[src/rtl/rvx_core_load_store_unit.sv]
// Load/store unit: issues one data-bus access at a time, builds strobes and write data,
// aligns and extends load data, and stalls stage 1 until the access finishes or times out.
module rvx_core_load_store_unit #(
  parameter int unsigned TIMEOUT_CYCLES = 255
) (
  input  logic        clock,
  input  logic        reset_n,
  input  logic        load_s1,
  input  logic        store_s1,
  input  logic [2:0]  funct3_s1,
  input  logic [31:0] target_address_s1,
  input  logic [31:0] rs2_data_s1,
  input  logic        misaligned_load_s1,
  input  logic        misaligned_store_s1,
  input  logic        flush_s1,
  output logic [31:0] mem_address,
  output logic [31:0] mem_write_data,
  output logic [3:0]  mem_write_strobe,
  output logic        mem_write_request,
  output logic        mem_read_request,
  input  logic        mem_accept,
  input  logic [31:0] mem_read_data,
  input  logic        mem_read_valid,
  output logic        busy_s1,
  output logic [31:0] load_data_s2,
  output logic        load_data_valid_s2,
  output logic        bus_error_s1
);

  typedef enum logic [1:0] {StIdle, StRequest, StResponse, StComplete} state_e;

  localparam bit         TimeoutEn   = TIMEOUT_CYCLES != 0;
  localparam logic [7:0] TimeoutLast = 8'(TIMEOUT_CYCLES - 1);

  state_e      state_q, state_d;
  logic [31:0] addr_q, wdata_q, ldata_q, ldata_d;
  logic [3:0]  strobe_q;
  logic [2:0]  funct3_q;
  logic        is_store_q;
  logic [7:0]  count_q, count_d;
  logic        capture, cap_en, timeout_hit;
  logic [3:0]  strobe_new;
  logic [31:0] wdata_new, rd_byte_sh, rd_half_sh, ldata_ext;

  assign capture = (load_s1 | store_s1) & ~flush_s1 & ~misaligned_load_s1 &
                   ~misaligned_store_s1;

  always_comb begin
    strobe_new = 4'b0000;
    wdata_new  = rs2_data_s1;
    unique case (funct3_s1[1:0])
      2'b00: begin
        strobe_new = 4'b0001 << target_address_s1[1:0];
        wdata_new  = {4{rs2_data_s1[7:0]}};
      end
      2'b01: begin
        strobe_new = 4'b0011 << {target_address_s1[1], 1'b0};
        wdata_new  = {2{rs2_data_s1[15:0]}};
      end
      default: begin
        strobe_new = 4'b1111;
        wdata_new  = rs2_data_s1;
      end
    endcase
  end

  // Extraction uses the captured address/type, not the live stage-1 inputs.
  assign rd_byte_sh = mem_read_data >> {addr_q[1:0], 3'b000};
  assign rd_half_sh = mem_read_data >> {addr_q[1], 4'b0000};

  always_comb begin
    ldata_ext = mem_read_data;
    unique case (funct3_q[1:0])
      2'b00:   ldata_ext = {{24{~funct3_q[2] & rd_byte_sh[7]}}, rd_byte_sh[7:0]};
      2'b01:   ldata_ext = {{16{~funct3_q[2] & rd_half_sh[15]}}, rd_half_sh[15:0]};
      default: ldata_ext = mem_read_data;
    endcase
  end

  assign timeout_hit = TimeoutEn && (count_q == TimeoutLast) &&
                       ((state_q == StRequest) || (state_q == StResponse));

  always_comb begin
    state_d            = state_q;
    count_d            = count_q;
    ldata_d            = ldata_q;
    cap_en             = 1'b0;
    busy_s1            = 1'b0;
    mem_read_request   = 1'b0;
    mem_write_request  = 1'b0;
    load_data_valid_s2 = 1'b0;
    bus_error_s1       = 1'b0;
    unique case (state_q)
      StIdle: begin
        if (capture) begin
          cap_en  = 1'b1;
          busy_s1 = 1'b1;
          count_d = 8'd0;
          state_d = StRequest;
        end
      end
      StRequest: begin
        mem_write_request = is_store_q;
        mem_read_request  = ~is_store_q;
        busy_s1           = 1'b1;
        count_d           = count_q + 8'd1;
        if (mem_accept && is_store_q) begin
          busy_s1 = 1'b0;
          state_d = StIdle;
        end else if (timeout_hit) begin
          bus_error_s1 = 1'b1;
          busy_s1      = 1'b0;
          ldata_d      = 32'd0;
          state_d      = StIdle;
        end else if (mem_accept) begin
          state_d = StResponse;
        end
      end
      StResponse: begin
        busy_s1 = 1'b1;
        count_d = count_q + 8'd1;
        // A response arriving on the threshold cycle still completes normally.
        if (mem_read_valid) begin
          ldata_d = ldata_ext;
          state_d = StComplete;
        end else if (timeout_hit) begin
          bus_error_s1 = 1'b1;
          busy_s1      = 1'b0;
          ldata_d      = 32'd0;
          state_d      = StIdle;
        end
      end
      StComplete: begin
        load_data_valid_s2 = 1'b1;
        state_d            = StIdle;
      end
    endcase
  end

  always_ff @(posedge clock or negedge reset_n) begin
    if (!reset_n) begin
      state_q    <= StIdle;
      count_q    <= 8'd0;
      ldata_q    <= 32'd0;
      addr_q     <= 32'd0;
      wdata_q    <= 32'd0;
      strobe_q   <= 4'b0000;
      funct3_q   <= 3'b000;
      is_store_q <= 1'b0;
    end else begin
      state_q <= state_d;
      count_q <= count_d;
      ldata_q <= ldata_d;
      if (cap_en) begin
        addr_q     <= target_address_s1;
        wdata_q    <= wdata_new;
        strobe_q   <= store_s1 ? strobe_new : 4'b0000;
        funct3_q   <= funct3_s1;
        is_store_q <= store_s1;
      end
    end
  end

  assign mem_address      = {addr_q[31:2], 2'b00};
  assign mem_write_data   = wdata_q;
  assign mem_write_strobe = strobe_q;
  assign load_data_s2     = ldata_q;

endmodule

[config.mk]
export PLATFORM = sky130hd
export DESIGN_NAME = rvx_core_load_store_unit
export DESIGN_NICKNAME = d
export VERILOG_FILES = /design/src/rtl/rvx_core_load_store_unit.sv
export SDC_FILE = /design/constraint.sdc
export NUM_CORES = 1
export LEC_CHECK = 0
export ABC_AREA = 1
export CAP_MARGIN = 20
export CORE_MARGIN = 4
export CORE_UTILIZATION = 30
export CTS_CLUSTER_DIAMETER = 120
export DETAILED_ROUTE_END_ITERATION = 12
export PLACE_DENSITY = 0.68
export SYNTH_ARGS = -nofsm -noshare
export SYNTH_HDL_FRONTEND = slang
export SYNTH_SLANG_ARGS = --single-unit
[constraint.sdc]
create_clock -name clock -period 2.7 [get_ports clock]
set_input_delay 0.54 -clock clock [delete_from_list [all_inputs] [get_ports clock]]
set_output_delay 0.54 -clock clock [all_outputs]
set_load 0.02 [all_outputs]
==> impl_metrics.env <==
export IMPL_hold_viol_final=0
export IMPL_root_buffer="clkbuf_16"
export IMPL_route_detailed_drc=0
export IMPL_final_setup_tns_ns=0
export IMPL_htreeDepth=4
export IMPL_r2r_start="state_q[0]"
export IMPL_synth_simple_area_share_pct=31.9
export IMPL_synth_seq_cells=114
export IMPL_viasPerCell=4.63
export IMPL_io_buffers=210
export IMPL_critical_path_required_ns=2.16
export IMPL_maxCapViolations=0
export IMPL_grt_antenna_before_repair=0
export IMPL_track_usage_pct=16.1
export IMPL_cp_end_kind="output port"
export IMPL_cts_sinks=114
export IMPL_clk_pin_slew_worst_paths_ns=0.06
export IMPL_core_um2=19500
export IMPL_syn_area_per_cell_um2=7.52
export IMPL_worst_hold_slack_ns=0.474
export IMPL_num_rows=51
export IMPL_cp_slowest_cell="dfrtp_1"
export IMPL_crit_type="flip-flop to output port"
export IMPL_p_per_area_nw_per_um2=1140
export IMPL_status="completed"
export IMPL_min_period_ns=2.54
export IMPL_timing_rr_end="count_q[3]"
export IMPL_critical_path_startpoint_type="flip-flop"
export IMPL_via_count=5792
export IMPL_dr_pass1_iters=5
export IMPL_synthCells=794
export IMPL_holdPathStages=2
export IMPL_synthAdderAreaFrac_pct=1.47
export IMPL_p_leak_nw=4.26
export IMPL_ys_seq_area_share_pct=47.8
export IMPL_period_share_pct=94.0
export IMPL_cts_buffers=17
export IMPL_grt_ovfl_total=0
export IMPL_arrival_ns=2.00
export IMPL_globalplace_congestion=0.898
export IMPL_grt_pass1_wl_um=28500
export IMPL_max_stage_delay_ns=0.36
export IMPL_min_to="addr_q[6]"
export IMPL_finalSetupViolCount=0
export IMPL_pin_count=213
export IMPL_muxShareOfSynthArea_pct=0
export IMPL_path_buf_inv=2
export IMPL_maxSlewHeadroom_pct=46.5
export IMPL_fin_worst_skew_ns=0.00782
export IMPL_wl_per_cell_um=14.7
export IMPL_clock_latency_ns=0.42
export IMPL_diodes=0
export IMPL_finalPower_mw=9.96
export IMPL_dp_hpwl_um=13100
export IMPL_synth_xor_area_share_pct=0.147
export IMPL_syn2layout_area_growth_pct=46.7
export IMPL_syn_area_um2=5970
export IMPL_ant_nets=0
export IMPL_slew_violations=0
export IMPL_initial_utilization_pct=30.6
export IMPL_cts_tree="done"
export IMPL_die_h_um=149
export IMPL_drive_gt1_share_pct=7.30
export IMPL_synth_top_family_by_area="simple AND/OR/NAND/NOR gates"
export IMPL_routed_wirelength_um=18400
export IMPL_crit_chain="inv_1 -> ha_1 -> nand3_1 -> nor2_2 -> nand2_2 -> o21ba_2 -> clkdlybuf4s15_1"
export IMPL_die_x_um=149
export IMPL_layout_nets=1088
export IMPL_drt_iter0_markers=321
export IMPL_fmax_mhz=394
export IMPL_clockBufferDepth=2
export IMPL_reg2reg_depth=8
export IMPL_grt_pass1_vias=5502
export IMPL_tightest_slew_ns=0.802
export IMPL_critPathTopFamily="buffers and inverters"
export IMPL_hold_start="addr_q[6]"
export IMPL_ir_worst_vdd_mv=0.486
export IMPL_rsz0062_at_grt="no"
export IMPL_min_path_type="flip-flop to flip-flop"
export IMPL_crit_fanout=4
export IMPL_ff2ff_setup_slack_ns=0.66
export IMPL_synth_warnings=0
export IMPL_ys_types=30
export IMPL_grt_max_degree=83
export IMPL_synth_compound_area_share_pct=8.42
export IMPL_dieArea_um2=22200
[cell type report]
cell class                      count  area [µm²]
Fill cell                        1949       10800
Sequential cell                   114        2850
Multi-Input combinational cell    569        2520
Timing Repair Buffer              232        2280
Clock buffer                       17         425
Tap cell                          265         332
Clock inverter                     15         206
Inverter                           39         151
[kinds of logic after synthesis]
| family | Yosys count |
|---|---|
| AO/OA/AOI/OAI | 97 |
| XOR/XNOR | 1 |
| adder cells (fa/ha/maj) | 7 |
| buffers and inverters | 112 |
| flip-flops | 114 |
| other | 1 |
| AND/OR/NAND/NOR | 462 |
[report_power, final]
part,switching (mW),internal [mW]
registers,0.479,2.46
clock network,0.853,1.55
logic,2.56,2.05
[state kept, by name, indices dropped and copies added (netlist names)]
name              flops
addr_q               32
mem_write_data       32
is_store_q            1
funct3_q              3
count_q               8
mem_write_strobe      4
load_data_s2         32
state_q               2
[worst max path at each step]
stage                     cells after the start        from      endpoint  slack [ns]
after floorplan                               8  state_q[0]       busy_s1        0.57
after global placement                        8    store_s1       busy_s1        0.06
after detailed placement                      7  mem_accept       busy_s1        0.04
after CTS                                     8  state_q[1]       busy_s1        0.04
after global routing                          8  state_q[0]       busy_s1       0.003
final                                         7  state_q[0]  bus_error_s1        0.16
[layer usage]
layer | wire, µm | vias up | global-route usage (%)
li1 | - | 2848 | -
met1 | 7460 | 2691 | 19.3
met2 | 8690 | 232 | 26.8
met3 | 1970 | 21 | 6.78
met4 | 242 | 0 | 4.03
met5 | 0 | - | 0
[cells in the final DEF, fill, tap and decap left out]
cell,instances
nand2_1,348
clkdlybuf4s50_1,207
dfrtp_1,114
nand3_1,70
o21ai_0,47
a21oi_1,35
inv_1,34
nor2_1,22
buf_4,21
clkbuf_16,17
nand4_1,8
a31oi_1,8
ha_1,7
nand2_2,5
o21ai_1,5
clkinv_4,5
bufinv_16,4
inv_2,2
inv_4,2
nand2_4,2
or2_2,2
conb_1,2
clkinv_2,2
inv_6,2
clkinvlp_4,2
nor2_2,1
o21ba_2,1
nor2_8,1
nand3_2,1
nor2_4,1
clkinv_1,1
o21bai_1,1
xor2_1,1
nand3b_1,1
dlygate4sd3_1,1
clkdlybuf4s15_1,1
dlygate4sd2_1,1
buf_12,1
[cells in the mapped netlist (all sizes together)]
cell type / instances / area, µm²
o21ba: 1 / 10.0
ha: 7 / 87.6
nand4: 8 / 50.1
xor2: 1 / 8.76
o21bai: 1 / 7.51
clkinv: 1 / 3.75
clkbuf: 13 / 48.8
o21ai: 52 / 260
a21oi: 35 / 175
inv: 38 / 148
a31oi: 8 / 50.1
conb: 1 / 3.75
nor2: 25 / 118
nand3b: 1 / 7.51
buf: 60 / 410
or2: 2 / 12.5
nand3: 71 / 360
dfrtp: 114 / 2850
nand2: 355 / 1360
[worst register-to-register path, cell delays in order (launching register included)]
cell and delay [ns]:
dfrtp_1 0.36, inv_1 0.09, ha_1 0.24, nand4_1 0.14, buf_4 0.64, nand2_2 0.10
buf_4 0.20, nand4_1 0.08, o21ai_0 0.08
[stage by stage]
| stage | setup WS, ns | utilization (%) | instances | cell area (µm²) |
|---|---|---|---|---|
| 3_3_place_gp | 0.0562 | 41.4 | 1214 | 8090 |
| 4_1_cts | 0.0362 | 44.7 | 1247 | 8730 |
| 3_5_place_dp | 0.0351 | 41.4 | 1214 | 8090 |
| 6_report | 0.162 | 44.9 | 1251 | 8760 |
| 2_1_floorplan | 0.568 | - | 795 | 5980 |
| 5_1_grt | 0.00262 | 44.9 | 1251 | 8760 |
[timing repair]
action / in CTS / in global routing
gates resized for setup: 2 / 4
hold buffers: 1 / 0
setup buffers: 0 / 4
gates cloned: 0 / 0
endpoints found under the setup margin: 2 / 2
hold endpoints to repair: 7 / 0
(Power assumes the default switching activity.)
